**src/rtl/misc_exec_unit_buffered_if.sv**
```systemverilog
// Exec-stage handshake plus UART TX/RX signals for the misc execution unit.
// The master drives start/operands/UART responses; the slave is the unit itself.
interface misc_exec_if #(
    parameter int DATA_WIDTH = 32
);
    logic                  start;
    logic [31:0]           pc;
    logic [5:0]            inst_num;
    logic [DATA_WIDTH-1:0] rs;
    logic [DATA_WIDTH-1:0] rd;
    logic [DATA_WIDTH-1:0] out;
    logic                  completed;
    logic                  halted;
    logic                  tx_empty;
    logic [7:0]            uart_in_data;
    logic                  uart_in_valid;
    logic                  uart_in_ready;
    logic                  uart_out_valid;
    logic [7:0]            uart_out_data;
    logic                  uart_out_ready;

    modport master (
        output start, pc, inst_num, rs, rd, uart_in_ready, uart_out_data, uart_out_ready,
        input  out, completed, halted, tx_empty, uart_in_data, uart_in_valid, uart_out_valid
    );

    modport slave (
        input  start, pc, inst_num, rs, rd, uart_in_ready, uart_out_data, uart_out_ready,
        output out, completed, halted, tx_empty, uart_in_data, uart_in_valid, uart_out_valid
    );
endinterface

```
**src/rtl/misc_exec_unit_buffered.sv**
```systemverilog
// Misc exec element: NOP/HALT/IN/INW/OUT/OUTW/FLUSH with a byte TX FIFO drained independently.
// NOP/OUT(with space)/FLUSH(empty) retire one edge after start; OUT stalls only while the FIFO is full.
module misc_exec_unit_buffered #(
    parameter int DATA_WIDTH = 32,
    parameter int FIFO_DEPTH = 4
) (
    input  logic       clk,
    input  logic       reset,
    misc_exec_if.slave bus
);
    localparam int BYTES = DATA_WIDTH / 8;
    localparam int AW    = $clog2(FIFO_DEPTH);
    localparam int IW    = (BYTES > 1) ? $clog2(BYTES) : 1;
    localparam int CW    = $clog2(BYTES + 1);

    typedef enum logic [2:0] {S_IDLE, S_RX, S_TX_PUSH, S_DRAIN, S_DONE, S_HALT} state_t;

    state_t                state_q, state_d;
    logic [DATA_WIDTH-1:0] out_q, out_d;
    // data_q is the TX shift register during OUT/OUTW and the RX assembly buffer during IN/INW
    logic [DATA_WIDTH-1:0] data_q, data_d;
    logic [CW-1:0]         rem_q, rem_d;
    logic [IW-1:0]         idx_q, idx_d;
    logic                  completed_q, completed_d;
    logic                  halted_q, halted_d;
    logic                  rx_vld_q, rx_vld_d;
    logic [7:0]            mem_q [FIFO_DEPTH];
    logic [7:0]            mem_d [FIFO_DEPTH];
    logic [AW:0]           wptr_q, wptr_d, rptr_q, rptr_d;

    logic                  full, empty, pop, push, accept, tx_go;
    logic [7:0]            push_byte;
    logic [DATA_WIDTH-1:0] tx_src, rx_asm;
    logic [CW-1:0]         tx_rem;
    logic                  unused_pc;

    assign unused_pc = ^bus.pc;
    assign full   = (wptr_q[AW] != rptr_q[AW]) && (wptr_q[AW-1:0] == rptr_q[AW-1:0]);
    assign empty  = (wptr_q == rptr_q);
    assign pop    = !empty && bus.uart_in_ready;
    assign accept = bus.start && (state_q == S_IDLE || state_q == S_DONE);

    always_comb begin
        state_d     = state_q;
        out_d       = out_q;
        data_d      = data_q;
        rem_d       = rem_q;
        idx_d       = idx_q;
        completed_d = completed_q;
        halted_d    = halted_q;
        rx_vld_d    = rx_vld_q;
        push        = 1'b0;
        push_byte   = 8'h00;
        tx_go       = 1'b0;
        tx_src      = data_q;
        tx_rem      = rem_q;
        rx_asm      = data_q;
        for (int b = 0; b < BYTES; b++) begin
            if (idx_q == IW'(b)) rx_asm[b*8 +: 8] = bus.uart_out_data;
        end

        if (accept) begin
            completed_d = 1'b0;
            case (bus.inst_num)
                6'd5: begin
                    out_d    = '1;
                    halted_d = 1'b1;
                    state_d  = S_HALT;
                end
                6'd6, 6'd8: begin
                    state_d  = S_RX;
                    rx_vld_d = 1'b1;
                    data_d   = (bus.inst_num == 6'd6) ? bus.rd : '0;
                    rem_d    = (bus.inst_num == 6'd6) ? CW'(1) : CW'(BYTES);
                    idx_d    = '0;
                end
                6'd7, 6'd9: begin
                    tx_go  = 1'b1;
                    tx_src = bus.rs;
                    tx_rem = (bus.inst_num == 6'd7) ? CW'(1) : CW'(BYTES);
                end
                6'd10: begin
                    if (empty) begin
                        completed_d = 1'b1;
                        state_d     = S_DONE;
                    end else begin
                        state_d = S_DRAIN;
                    end
                end
                default: begin
                    completed_d = 1'b1;
                    state_d     = S_DONE;
                end
            endcase
        end else begin
            case (state_q)
                S_RX: begin
                    if (rx_vld_q && bus.uart_out_ready) begin
                        rx_vld_d = 1'b0;
                        data_d   = rx_asm;
                        idx_d    = idx_q + IW'(1);
                        rem_d    = rem_q - CW'(1);
                        if (rem_q == CW'(1)) begin
                            out_d       = rx_asm;
                            completed_d = 1'b1;
                            state_d     = S_DONE;
                        end
                    end else if (!rx_vld_q) begin
                        rx_vld_d = 1'b1;
                    end
                end
                S_TX_PUSH: tx_go = 1'b1;
                S_DRAIN: begin
                    if (empty) begin
                        completed_d = 1'b1;
                        state_d     = S_DONE;
                    end
                end
                default: ;
            endcase
        end

        // Space is judged on the registered pointers, so a same-cycle pop never frees a slot.
        if (tx_go) begin
            if (!full) begin
                push      = 1'b1;
                push_byte = tx_src[7:0];
                data_d    = tx_src >> 8;
                rem_d     = tx_rem - CW'(1);
                if (tx_rem == CW'(1)) begin
                    completed_d = 1'b1;
                    state_d     = S_DONE;
                end else begin
                    state_d = S_TX_PUSH;
                end
            end else begin
                data_d  = tx_src;
                rem_d   = tx_rem;
                state_d = S_TX_PUSH;
            end
        end

        mem_d = mem_q;
        if (push) mem_d[wptr_q[AW-1:0]] = push_byte;
        wptr_d = wptr_q + {{AW{1'b0}}, push};
        rptr_d = rptr_q + {{AW{1'b0}}, pop};
    end

    always_ff @(posedge clk) begin
        if (reset) begin
            state_q     <= S_IDLE;
            out_q       <= '0;
            data_q      <= '0;
            rem_q       <= '0;
            idx_q       <= '0;
            completed_q <= 1'b0;
            halted_q    <= 1'b0;
            rx_vld_q    <= 1'b0;
            wptr_q      <= '0;
            rptr_q      <= '0;
            for (int i = 0; i < FIFO_DEPTH; i++) mem_q[i] <= 8'h00;
        end else begin
            state_q     <= state_d;
            out_q       <= out_d;
            data_q      <= data_d;
            rem_q       <= rem_d;
            idx_q       <= idx_d;
            completed_q <= completed_d;
            halted_q    <= halted_d;
            rx_vld_q    <= rx_vld_d;
            wptr_q      <= wptr_d;
            rptr_q      <= rptr_d;
            mem_q       <= mem_d;
        end
    end

    assign bus.out            = out_q;
    assign bus.completed      = completed_q;
    assign bus.halted         = halted_q;
    assign bus.tx_empty       = empty;
    assign bus.uart_in_valid  = !empty;
    assign bus.uart_in_data   = mem_q[rptr_q[AW-1:0]];
    assign bus.uart_out_valid = rx_vld_q;
endmodule

```
**src/flat_wrapper.sv**
```systemverilog
// flat-port wrapper written by rule: the top's interface ports become plain ports
module misc_exec_unit_buffered_flat 
#(
    parameter int DATA_WIDTH = 32,
    parameter int FIFO_DEPTH = 4
)
  (clk, reset, bus_start, bus_pc, bus_inst_num, bus_rs, bus_rd, bus_uart_in_ready, bus_uart_out_data, bus_uart_out_ready, bus_out, bus_completed, bus_halted, bus_tx_empty, bus_uart_in_data, bus_uart_in_valid, bus_uart_out_valid);
  misc_exec_if #(.DATA_WIDTH(DATA_WIDTH)) bus_i ();
  input  logic clk;
  input  logic reset;
  input wire logic [$bits(bus_i.start)-1:0] bus_start;
  input wire logic [$bits(bus_i.pc)-1:0] bus_pc;
  input wire logic [$bits(bus_i.inst_num)-1:0] bus_inst_num;
  input wire logic [$bits(bus_i.rs)-1:0] bus_rs;
  input wire logic [$bits(bus_i.rd)-1:0] bus_rd;
  input wire logic [$bits(bus_i.uart_in_ready)-1:0] bus_uart_in_ready;
  input wire logic [$bits(bus_i.uart_out_data)-1:0] bus_uart_out_data;
  input wire logic [$bits(bus_i.uart_out_ready)-1:0] bus_uart_out_ready;
  output wire logic [$bits(bus_i.out)-1:0] bus_out;
  output wire logic [$bits(bus_i.completed)-1:0] bus_completed;
  output wire logic [$bits(bus_i.halted)-1:0] bus_halted;
  output wire logic [$bits(bus_i.tx_empty)-1:0] bus_tx_empty;
  output wire logic [$bits(bus_i.uart_in_data)-1:0] bus_uart_in_data;
  output wire logic [$bits(bus_i.uart_in_valid)-1:0] bus_uart_in_valid;
  output wire logic [$bits(bus_i.uart_out_valid)-1:0] bus_uart_out_valid;
  assign bus_i.start = bus_start;
  assign bus_i.pc = bus_pc;
  assign bus_i.inst_num = bus_inst_num;
  assign bus_i.rs = bus_rs;
  assign bus_i.rd = bus_rd;
  assign bus_i.uart_in_ready = bus_uart_in_ready;
  assign bus_i.uart_out_data = bus_uart_out_data;
  assign bus_i.uart_out_ready = bus_uart_out_ready;
  assign bus_out = bus_i.out;
  assign bus_completed = bus_i.completed;
  assign bus_halted = bus_i.halted;
  assign bus_tx_empty = bus_i.tx_empty;
  assign bus_uart_in_data = bus_i.uart_in_data;
  assign bus_uart_in_valid = bus_i.uart_in_valid;
  assign bus_uart_out_valid = bus_i.uart_out_valid;
  misc_exec_unit_buffered #(.DATA_WIDTH(DATA_WIDTH), .FIFO_DEPTH(FIFO_DEPTH)) u_core (.clk(clk), .reset(reset), .bus(bus_i));
endmodule
```
**config.mk**
```make
export PLATFORM = sky130hd
export DESIGN_NAME = misc_exec_unit_buffered_flat
export DESIGN_NICKNAME = d
export VERILOG_FILES = /design/src/rtl/misc_exec_unit_buffered_if.sv /design/src/rtl/misc_exec_unit_buffered.sv /design/src/flat_wrapper.sv
export SDC_FILE = /design/constraint.sdc
export NUM_CORES = 1
export LEC_CHECK = 0
export ABC_CLOCK_PERIOD_IN_PS = 4600
export CAP_MARGIN = 30
export CORE_ASPECT_RATIO = 0.5
export CORE_UTILIZATION = 45
export DETAILED_ROUTE_END_ITERATION = 10
export PLACE_DENSITY = 0.79
export SYNTH_ARGS = -nofsm -noshare
export SYNTH_HDL_FRONTEND = slang
export SYNTH_SLANG_ARGS = --single-unit
```
**constraint.sdc**
```tcl
create_clock -name clk -period 4.6 [get_ports clk]
set_input_delay 0.92 -clock clk [delete_from_list [all_inputs] [get_ports clk]]
set_output_delay 0.92 -clock clk [all_outputs]
set_load 0.005 [all_outputs]
```
======== Yosys cells after proc, flatten, opt, wreduce, memory -nomap -nowiden ========
Cells that the tools add are included.
operators by class
  div/mod/pow operators ................... 0
  shift-type cells ........................ 0
  multiply operators ...................... 0
  reductions and logical operators ........ 24
  order comparisons ....................... 3
  equal/unequal tests ..................... 25
  mux-type cells .......................... 69
  bitwise gates (word level) .............. 2
  add/sub/neg operators ................... 5
operators with widths
  kind                                                                 number
  32-bit two-way mux                                                   14
  8-bit two-way mux                                                    9
  3-bit two-way mux                                                    18
  32-bit bitwise mux                                                   1
  6-bit by 3-bit == test with 1-bit output (second input constant)     3
  6-bit by 4-bit == test with 1-bit output (second input constant)     3
  1-bit two-way mux                                                    17
  8-bit binary-select mux with 2-bit select                            1
  8-bit demux with 2-bit select                                        1
  4-bit by 1-bit != test with 1-bit output (second input constant)     3
  3-bit one-hot mux with 4 select lines                                1
  3-bit by 1-bit == test with 1-bit output (second input constant)     3
  2-bit two-way mux                                                    4
  3-bit by 1-bit adder with 3-bit output                               2
  3-bit by 2-bit == test with 1-bit output (second input constant)     2
  3-bit >= comparator (second input constant)                          2
  3-bit != test (second input constant)                                2
  2-bit NOT with 3-bit output                                          2
  3-bit one-hot mux with 2 select lines                                1
  3-bit AND reduction                                                  2
  2-bit nonzero test                                                   3
  3-bit nonzero test                                                   2
  3-bit by 1-bit subtractor with 3-bit output (second input constant)  2
  1-bit logical AND                                                    5
  other kinds (20)                                                     25
word-level totals
  memory bits (writable) .................. 0
  memories kept ........................... 0
  output and inout port bits .............. 45
  bits in read-only memories .............. 0
  input bits .............................. 115
  latch bits .............................. 0
  register bits after elaboration ......... 113

======== Depth between registers and ports, before layout ========
  word-level depth ........................ 8
  gate-level depth with buffers ........... 11
  depth with buffers taken out ............ 8

======== Worst setup path before layout ========
OpenSTA, ideal clock, no wires.
  path kind ............................... input-to-reg
  start ................................... in bus_start
  end ..................................... reg u_core.wptr_q[1]
  arrival ................................. 2.411 ns
  stages .................................. 8
  library setup time ...................... 0.129 ns
  slack ................................... 2.060 ns
  data required time ...................... 4.471 ns
  cell sequence ........................... or3b_1 -> buf_2 -> o211ai_1 -> inv_1 -> buf_2 -> ha_1 -> ha_1 -> nor2b_1
between the ends
  cells in the longest elaborated chain, start to end .. 4
ends and longest elaborated chain
  item                                    line                            RTL
  start, declared                         flat_wrapper.sv:11              input wire logic [$bits(bus_i.start)-1:0] bus_start;
  1-bit logical AND                       misc_exec_unit_buffered.sv:41   assign accept = bus.start && (state_q == S_IDLE || state_q == S_DONE);
  1-bit two-way mux                       misc_exec_unit_buffered.sv:62   if (accept) begin
  1-bit two-way mux                       misc_exec_unit_buffered.sv:124  if (tx_go) begin
  3-bit by 1-bit adder with 3-bit output  misc_exec_unit_buffered.sv:145  wptr_d = wptr_q + {{AW{1'b0}}, push};
  net u_core.wptr_d[1]                    misc_exec_unit_buffered.sv:29   logic [AW:0] wptr_q, wptr_d, rptr_q, rptr_d;
  end signal, assigned                    misc_exec_unit_buffered.sv:171  wptr_q <= wptr_d;
  end, declared                           misc_exec_unit_buffered.sv:29
The timed path passes the listed nets, and every way through them passes these cells.
A chain may end at the register's enable or synchronous reset.

======== Worst setup path in the final report ========
  start ................................... in bus_inst_num[1]
  end ..................................... reg u_core.wptr_q[1]
between the ends
  cells in the longest elaborated chain, start to end .. 6
ends and longest elaborated chain
  item                                                                                                  line                            RTL
  start, declared                                                                                       flat_wrapper.sv:13              input wire logic [$bits(bus_i.inst_num)-1:0] bus_inst_num;
  6-bit by 4-bit == test with 1-bit output or 6-bit by 3-bit == test with 1-bit output (tied branches)  misc_exec_unit_buffered.sv:64   case (bus.inst_num)
  2-bit OR reduction (*)                                                                                misc_exec_unit_buffered.sv:64
  1-bit two-way mux (*)                                                                                 misc_exec_unit_buffered.sv:64
  1-bit two-way mux (*)                                                                                 misc_exec_unit_buffered.sv:62
  1-bit two-way mux (*)                                                                                 misc_exec_unit_buffered.sv:124
  3-bit by 1-bit adder with 3-bit output (*)                                                            misc_exec_unit_buffered.sv:145
  net u_core.wptr_d[1]                                                                                  misc_exec_unit_buffered.sv:29
Mark *: on every way through the listed nets, which the timed path passes. The rest lies on a longest branch.

==> flow_summary.ini <==
[clocking]
clockBufferDepth = 2
cts_resized = 0
clk_latency_ns = 0.42
cts_root_buf = clkbuf_16
cts_tree = done
clk_pin_slew_worst_paths_ns = 0.06
cts_buffers = 17
cts_max_level = 4
cts_hold_buf = 0
cts_sinks = 113
post_cts_buffers = 0

[sta]
finalWorstPathRequiredPeriod_ns = 3.57
rsz0062_at_grt = no
finalCritPeriodShare = 0.776
max_freq_mhz = 280
finalHoldViolations = 0
setup_viol_count_final = 0
setup_tns_ns = 0
drv_slew = 0
fin_hold_ws_ns = 0.446
maxSlewHeadroom = 0.298
worst_slew_pin_slew_ns = 1.05
skew_ns = 0.00719

[finish]
area_growth_pct = 30.6
nNetsFinal = 891
layout-drive-gt1-share = 0.115
layout.cells.non_filler = 963
fillers = 1069
diodes = 0
fin_util = 0.622

[synthesis]
syn-cell-area_um2 = 6240
synth-seq-area-share = 0.363
synthFlopType = dfxtp_1
synth_edf_count = 0
ys_warn_count = 0
ys_async_sr_fraction = 0
synth_cell_type_count = 62
synthTopCellsByCount = dfxtp_1, nor2_1, a211oi_1, mux2i_1, a21oi_1
syn_nets = 789
synth_top_cell_by_area = dfxtp_1
synth_most_common_cell = dfxtp_1
ys_seq_elements = 113
syn_avg_cell_area_um2 = 9.42
synth_top_area_share = 0.363
synthCells = 662
synth_area_leaders = dfxtp_1, a211oi_1, mux2i_1

[drt]
wl_per_cell_um = 20.1
num_vias = 5906
dr.pass1.iters = 6
vias_per_cell = 6.13
drc = 0
first_iter_violations = 571
wl_mm = 19.4
antenna_left = 0

[global_routing]
grt_use_met2 = 0.434
met3_usage = 0.0522
grt_overflow = 0
grt_use_total = 0.273
busiest_layer = met2
grt_pass1_vias = 5595
grt_first_pass_wirelength_mm = 30.4
grt_max_degree = 88
use_met1 = 0.367
antenna_found_initial = 0

[critical_path]
cpLargestDelayFamily = buffers and inverters
crit_required_ns = 4.87
critPathMaxFanout = 12
slowest_stage = clkdlybuf4s50_1
path_depth = 9
regToRegEndpoint = u_core.wptr_q[1]
ff2ff_setup_slack_ns = 1.17
worstSetupPathType = in2reg
r2r-start = u_core.rptr_q[1]
endpoint_kind = flop
crit_arrival_ns = 3.84
slowest_delay_ns = 0.55
path_buf_inv = 3
worst_setup_path_start_kind = input port
crit_chain = clkdlybuf4s50_1, or3b_1, a21oi_2, o211ai_1, buf_4, inv_1, ha_1, ha_1, nor2b_1
r2r_cells = 8
crit_path_frequent_cell = ha_1

[die]
rows = 29
ios = 160
floorplan.initialDensity = 0.476
coreArea_um2 = 13100
dieArea_um2 = 14400
die_w_um = 169
fp.dieH_um = 85.3

[run_status]
status = completed

[place]
gp_congestion = 0.887
placedCellCount = 930
hpwl_mm = 13.0
numPortBuffers = 127

[run]
cap_violations = 0

[power]
p_per_area_nw_per_um2 = 434
ir_drop_v = 0.000238
p_leak_nw = 2.91
finalPower_w = 0.00353

[worst_hold_path]
holdCritStartpoint = u_core.bus.halted
min_to = u_core.bus.halted
hold_path_depth = 2
hold_path.class = reg2reg
[worst max-delay path by stage]
stage | start | end
floorplan | bus_start | u_core.wptr_q[1]
global placement | bus_start | u_core.wptr_q[1]
detailed placement | bus_start | u_core.wptr_q[1]
CTS | bus_start | u_core.wptr_q[1]
global route | bus_inst_num[1] | u_core.wptr_q[2]
finish | bus_inst_num[1] | u_core.wptr_q[1]
[tightest hold or removal path, delay by kind of cell (launching register included)]
family	cells	cell delay, ns
DFF	1	0.31
buffers and inverters	1	0.05
AOI/OAI and AO/OA	1	0.05
[metrics by stage]
step | worst slack, ns | cell area, µm²
finish | 1.03 | 8150
global route | 0.966 | 8150
CTS | 0.603 | 8140
detailed placement | 0.292 | 7540
global placement | 0.317 | 7540
floorplan | 2.06 | 6240
[logic make-up after synthesis]
| group | after synthesis | share of synthesized area |
|---|---|---|
| simple gates | 164 | 0.126 |
| compound gates | 218 | 0.266 |
| xor+xnor | 9 | 0.0126 |
| fa+ha+maj | 12 | 0.0241 |
| flops | 113 | 0.363 |
| buf+inv | 69 | 0.0552 |
| mux | 77 | 0.153 |
[power breakdown]
part	switching (W)	internal, W	leakage (nW)
sequential	0.000117	0.00109	0.920
combinational	0.000523	0.000449	1.71
clock	0.000537	0.000814	0.282
[state kept, by name, summed over array words and instances, names as in the netlist, 2 cells and up]
signal	flops
u_core.bus.out	32
u_core.data_q	32
u_core.mem_q	32
u_core.rem_q	3
u_core.rptr_q	3
u_core.state_q	3
u_core.wptr_q	3
u_core.idx_q	2
[cell type report]
type	count	area (µm²)	share of cell area
inverter	11	41.3	0.00507
tap	186	233	0.0286
sequential	113	2260	0.278
timing repair buffer	141	1370	0.168
multi-input combinational	480	3640	0.447
clock buffer	17	425	0.0522
clock inverter	15	174	0.0214
[cells in the final DEF, fill, tap and decap left out, types with 3 or more instances in the layout]
master,n
inv_1,11
a2111oi_0,3
a221oi_1,10
nor2b_1,7
nand3_1,10
a21oi_1,31
xnor2_1,6
clkbuf_16,17
o21ai_1,3
o2bb2ai_1,11
buf_4,14
a21o_1,4
or3b_1,3
nand4_1,3
nor2_1,108
ha_1,12
o211ai_1,4
a211oi_1,82
inv_6,6
xor2_1,3
dfxtp_1,113
a31oi_1,4
nand2b_1,5
a2bb2oi_1,13
o21ai_0,27
a2111oi_4,3
mux4_2,11
nand2_1,8
clkinvlp_4,4
clkdlybuf4s50_1,126
nor3_1,5
mux2i_1,52
mux2_2,12
[layer usage]
metal	vias up	routed length, µm
li1	2719	-
met1	2824	8230
met2	316	8910
met3	47	1790
met4	0	447
met5	-	0
Note: power is estimated with default switching activity, not from simulation.
